$ cat config.mk
export PLATFORM = sky130hd
export DESIGN_NAME = plot_sequencer
export DESIGN_NICKNAME = d
export VERILOG_FILES = /design/src/rtl/plot_sequencer.sv
export SDC_FILE = /design/constraint.sdc
export NUM_CORES = 1
export LEC_CHECK = 0
export ABC_AREA = 1
export BUFFER_PORTS_ARGS = -buffer_cell sky130_fd_sc_hd__clkbuf_2
export CORE_AREA = 2 2 97 99
export DETAILED_ROUTE_END_ITERATION = 10
export DIE_AREA = 0 0 99 101
export MAX_ROUTING_LAYER = met4
export PLACE_DENSITY = 0.78
export SLEW_MARGIN = 10
export SYNTH_ARGS = -nofsm -noshare
export SYNTH_HDL_FRONTEND = slang
export SYNTH_SLANG_ARGS = --single-unit
export TNS_END_PERCENT = 100
$ cat constraint.sdc
create_clock -name CLOCK_50 -period 4.04 [get_ports CLOCK_50]
set_input_delay 0.606 -clock CLOCK_50 [delete_from_list [all_inputs] [get_ports CLOCK_50]]
set_output_delay 0.606 -clock CLOCK_50 [all_outputs]
set_load 0.01 [all_outputs]
$ cat src/rtl/plot_sequencer.sv
// plot_sequencer: drives vga_adapter pixel writes. After reset or on request it
// sweeps the whole frame with the background colour, then draws one pixel per
// player from a frozen snapshot of the positions each time the game ticks.
module plot_sequencer #(
  parameter int unsigned X_MAX     = 160,
  parameter int unsigned Y_MAX     = 120,
  parameter logic [2:0]  BG_COLOUR = 3'b000
) (
  input  logic        CLOCK_50,
  input  logic        reset,
  input  logic        start_clear,
  input  logic        tick,
  input  logic [14:0] p1,
  input  logic [14:0] p2,
  input  logic [14:0] p3,
  input  logic [14:0] p4,
  output logic [7:0]  x,
  output logic [6:0]  y,
  output logic [2:0]  colour,
  output logic        plot,
  output logic        busy,
  output logic        clear_done
);

  typedef enum logic [2:0] {
    S_CLEAR,
    S_IDLE,
    S_DRAW_P1,
    S_DRAW_P2,
    S_DRAW_P3,
    S_DRAW_P4
  } state_t;

  localparam logic [7:0] X_LAST = 8'(X_MAX - 1);
  localparam logic [6:0] Y_LAST = 7'(Y_MAX - 1);
  localparam logic [8:0] X_LIM  = 9'(X_MAX);
  localparam logic [7:0] Y_LIM  = 8'(Y_MAX);

  state_t      r_state;
  logic [7:0]  r_cx;
  logic [6:0]  r_cy;
  logic        r_pending;
  logic        r_sweep_end;
  logic [7:0]  r_x;
  logic [6:0]  r_y;
  logic [2:0]  r_colour;
  logic        r_plot;
  logic        r_busy;
  logic        r_clear_done;

  state_t      w_state_next;
  logic [7:0]  w_cx_next;
  logic [6:0]  w_cy_next;
  logic        w_pending_next;
  logic        w_sweep_end_next;
  logic [7:0]  w_x_next;
  logic [6:0]  w_y_next;
  logic [2:0]  w_colour_next;
  logic        w_plot_next;
  logic        w_busy_next;
  logic        w_clear_done_next;
  logic        w_snap_load;

  logic [3:0][14:0] w_p_in;
  logic [3:0][14:0] w_snap;
  logic [1:0]       w_slot;
  logic [2:0]       w_draw_colour;
  logic [14:0]      w_pos;
  logic             w_in_range;
  logic [7:0]       w_sweep_cx;
  logic [6:0]       w_sweep_cy;

  assign w_p_in = {p4, p3, p2, p1};

  // One snapshot register per player, loaded only when a draw group launches
  genvar gi;
  generate
    for (gi = 0; gi < 4; gi++) begin : g_snap
      logic [14:0] r_pos;
      // Freeze this player's position at group launch
      always_ff @(posedge CLOCK_50 or posedge reset) begin
        if (reset) begin
          r_pos <= '0;
        end else if (w_snap_load) begin
          r_pos <= w_p_in[gi];
        end
      end
      assign w_snap[gi] = r_pos;
    end
  endgenerate

  // A clear request restarts the sweep from the origin on this very edge
  assign w_sweep_cx = start_clear ? '0 : r_cx;
  assign w_sweep_cy = start_clear ? '0 : r_cy;

  // Map the draw state to its player slot and colour
  always_comb begin
    w_slot        = 2'd0;
    w_draw_colour = 3'b001;
    case (r_state)
      S_DRAW_P2: begin w_slot = 2'd1; w_draw_colour = 3'b010; end
      S_DRAW_P3: begin w_slot = 2'd2; w_draw_colour = 3'b100; end
      S_DRAW_P4: begin w_slot = 2'd3; w_draw_colour = 3'b110; end
      default:   begin w_slot = 2'd0; w_draw_colour = 3'b001; end
    endcase
  end

  assign w_pos      = w_snap[w_slot];
  assign w_in_range = ({1'b0, w_pos[14:7]} < X_LIM) && ({1'b0, w_pos[6:0]} < Y_LIM);

  // Next-state and next-output logic; outputs are registered from these
  always_comb begin
    w_state_next      = r_state;
    w_cx_next         = r_cx;
    w_cy_next         = r_cy;
    w_pending_next    = r_pending;
    w_sweep_end_next  = 1'b0;
    w_snap_load       = 1'b0;
    w_x_next          = r_x;
    w_y_next          = r_y;
    w_colour_next     = r_colour;
    w_plot_next       = 1'b0;
    w_busy_next       = (r_state != S_IDLE) || start_clear;
    w_clear_done_next = r_sweep_end;

    if (start_clear || (r_state == S_CLEAR)) begin
      // Sweep step: emit current pixel, advance raster counters
      w_state_next   = S_CLEAR;
      w_pending_next = 1'b0;
      w_x_next       = w_sweep_cx;
      w_y_next       = w_sweep_cy;
      w_colour_next  = BG_COLOUR;
      w_plot_next    = 1'b1;
      if (w_sweep_cx == X_LAST) begin
        w_cx_next = '0;
        if (w_sweep_cy == Y_LAST) begin
          w_cy_next        = '0;
          w_state_next     = S_IDLE;
          w_sweep_end_next = 1'b1;
        end else begin
          w_cy_next = w_sweep_cy + 7'd1;
        end
      end else begin
        w_cx_next = w_sweep_cx + 8'd1;
      end
    end else if (r_state == S_IDLE) begin
      if (tick) begin
        w_snap_load  = 1'b1;
        w_state_next = S_DRAW_P1;
      end
    end else begin
      // Off-screen positions burn their slot without writing
      if (w_in_range) begin
        w_x_next      = w_pos[14:7];
        w_y_next      = w_pos[6:0];
        w_colour_next = w_draw_colour;
        w_plot_next   = 1'b1;
      end
      case (r_state)
        S_DRAW_P1: begin w_state_next = S_DRAW_P2; w_pending_next = r_pending | tick; end
        S_DRAW_P2: begin w_state_next = S_DRAW_P3; w_pending_next = r_pending | tick; end
        S_DRAW_P3: begin w_state_next = S_DRAW_P4; w_pending_next = r_pending | tick; end
        default: begin
          if (r_pending || tick) begin
            w_pending_next = 1'b0;
            w_snap_load    = 1'b1;
            w_state_next   = S_DRAW_P1;
          end else begin
            w_state_next = S_IDLE;
          end
        end
      endcase
    end
  end

  // State, counters and registered outputs
  always_ff @(posedge CLOCK_50 or posedge reset) begin
    if (reset) begin
      r_state      <= S_CLEAR;
      r_cx         <= '0;
      r_cy         <= '0;
      r_pending    <= 1'b0;
      r_sweep_end  <= 1'b0;
      r_x          <= '0;
      r_y          <= '0;
      r_colour     <= BG_COLOUR;
      r_plot       <= 1'b0;
      r_busy       <= 1'b1;
      r_clear_done <= 1'b0;
    end else begin
      r_state      <= w_state_next;
      r_cx         <= w_cx_next;
      r_cy         <= w_cy_next;
      r_pending    <= w_pending_next;
      r_sweep_end  <= w_sweep_end_next;
      r_x          <= w_x_next;
      r_y          <= w_y_next;
      r_colour     <= w_colour_next;
      r_plot       <= w_plot_next;
      r_busy       <= w_busy_next;
      r_clear_done <= w_clear_done_next;
    end
  end

  assign x          = r_x;
  assign y          = r_y;
  assign colour     = r_colour;
  assign plot       = r_plot;
  assign busy       = r_busy;
  assign clear_done = r_clear_done;

endmodule

==> metrics <==
remaining global-route overflow=0; Total GRT Usage=24.4%; hpwl dp=8170 um; Tot Pwr=1.71 mW; synth unique cells=35; wire length per cell=15.1 um; placed cell area=5360 um^2; min Tclk post-route=2.55 ns; sequential-to-total area share from yosys stat=51.5%; placed cell count=727; share of cells above drive strength 1=24.8%; H-Tree Depth=3; worst slew pin tran=0.958 ns; async set-or-reset flop fraction in the synthesized netlist=100%; power density cells=309 nW/um^2; Die Span Y=101 um; worst hold endpoint=clear_done; final setup fails=0; Crit. Startpoint=r_state[1]; final number of max-transition violations=0; RR Startpoint=r_state[1]; most frequent cells in the layout=nand2_1 (131), dfrtp_1 (100), clkbuf_2 (84), nor2_1 (52), inv_1 (49); antenna violations before repair=0; first-pass GRT wire length=18700 um; Worst Setup Start Kind=flop; first drt pass iteration count=5; Setup Fix Bufs, Post-CTS=0; max_cap viols=0; Longest Clk Path Bufs=2; leak pwr=2.97 nW; Core ar.=8980 um^2; CTS Hold Bufs=0; WP data arrival=2.81 ns; initial core utilization=54.7%; setup tns final=0 ns; syn avg cell area=8.87 um^2; Final Hold Viols=0; crit-path max FO=42; dpl ws=1.38 ns; Site Rows=35; vias=3985; drc violations=0; port bufs=84; CP endpoint kind=flop; Clock Skews=0.0151 ns; WHS=0.362 ns; CTS tree=built; worst min-delay path startpoint=r_sweep_end; I/O pin cnt=85; crit share post-route=63.2%; post-route insts no fill=743; vias per inst=5.36; post-cts gate resize count=0; Util after Layout=61.7%; RSZ-0062 raised after global routing=false; Iteration-0 DRC Markers=296; post-route ant nets=0; Worst R2R Setup Slack=1.49 ns; Synth Cell Area=4910 um^2; vias in the first global route=3944; Chip Width=99 um; Peak VDD IR=194 uV; Synth Net Count=619; largest net degree at the start of global routing=79; CTS sink count=101; final setup margin=1.49 ns; top_reg_cell synth=dfrtp_1; P&R area growth vs syn=12.9%; WP data required=4.30 ns; Final Cell Area=5540 um^2; reg-to-reg endpoint=g_snap[0].r_pos[11]; relative slew slack=36.1%; total wire length=11300 um; Worst-Skew Late Latency=0.37 ns; number of diodes=0; Max Fclk=0.392 GHz; critical path class=reg2reg; outcome=completed; Clock transition at path regs=0.10 ns; R2R depth=9; Gate Count Post-Synth=553; cell chosen for the clock root=clkbuf_8; Hold Path Depth=0; warnings from Yosys=0; NumNets Final=693; RD Place Congestion=0.907; Num CTS Buffers=9; Die Area=10000 um^2; Seq cells post-synth=101; HP Class=reg2reg; leading cell type in the layout, fill and taps excluded=nand2_1; EDFF count, synth=0
routing by layer:
metal	up-vias	part of all wire (%)	GRT usage (%)
li1	1944	-	-
met1	1892	45	31.7
met2	130	48	39.3
met3	19	5.2	4.37
met4	0	1.9	7.38
met5	-	0	-
cells by family (layout without fill, tap and decap cells):
family | Yosys count | after routing | synth area share, %
mux | 34 | 34 | 7.80
xor+xnor | 10 | 10 | 1.78
flops | 101 | 101 | 51.5
simple gates | 247 | 247 | 22.0
fa+ha+maj | 2 | 2 | 0.510
compound gates | 77 | 77 | 9.15
buf+inv | 82 | 161 | 7.24
worst max-delay path by stage:
stage	slack, ns	cells past startpoint	end
after floorplan	0.79	1	clear_done
after global placement	1.43	7	g_snap[0].r_pos[7]
after detailed placement	1.38	7	g_snap[2].r_pos[1]
after CTS	1.51	9	g_snap[1].r_pos[12]
after global routing	1.30	9	g_snap[0].r_pos[11]
final	1.49	9	g_snap[0].r_pos[11]
state kept, by name, indices dropped and copies added, names as in the netlist:
| signal | count |
|---|---|
| colour | 3 |
| r_cx | 8 |
| clear_done | 1 |
| r_pending | 1 |
| plot | 1 |
| r_sweep_end | 1 |
| r_state | 3 |
| y | 7 |
| r_cy | 7 |
| g_snap.r_pos | 60 |
| busy | 1 |
| x | 8 |
worst max-delay path: stages (launching register included):
cell and delay [ns]:
dfrtp_1 0.46, inv_2 0.16, nand2_1 0.08, nor2_1 0.13
inv_2 0.06, nor2_1 0.11, nor2_1 0.07, nand2_2 0.57
buf_4 0.41, mux2_2 0.37
final cells by class:
type / instances / area [um^2]
timing repair buffer: 88 / 450
multi-input combinational: 370 / 2030
tap: 111 / 139
inverter: 57 / 219
sequential: 101 / 2530
clock buffer: 10 / 128
clock inverter: 6 / 48.8
fill: 753 / 3440
power breakdown:
| part | leakage, nW | switching, mW | internal, mW |
|---|---|---|---|
| logic | 1.67 | 0.0541 | 0.0375 |
| clock network | 0.0844 | 0.365 | 0.230 |
| registers | 1.22 | 0.00486 | 1.02 |
Yosys cell counts (3+ instances only):
cell	count	area share, %
nor2_1	52	4.0
dfrtp_1	100	51
a21oi_1	35	3.6
xor2_1	7	1.2
o22ai_1	7	0.89
inv_2	6	0.46
mux2_2	29	6.7
xnor2_1	3	0.54
nand2_2	4	0.51
clkbuf_1	6	0.46
nand4_1	4	0.51
nand3_1	40	4.1
nand2_1	132	10
o211ai_1	14	2.1
mux2_1	5	1.1
nor3_1	4	0.41
nand3_2	3	0.61
o21ai_0	16	1.6
inv_1	50	3.8
buf_6	3	0.69
buf_2	12	1.2
(Power assumes the default switching activity.)
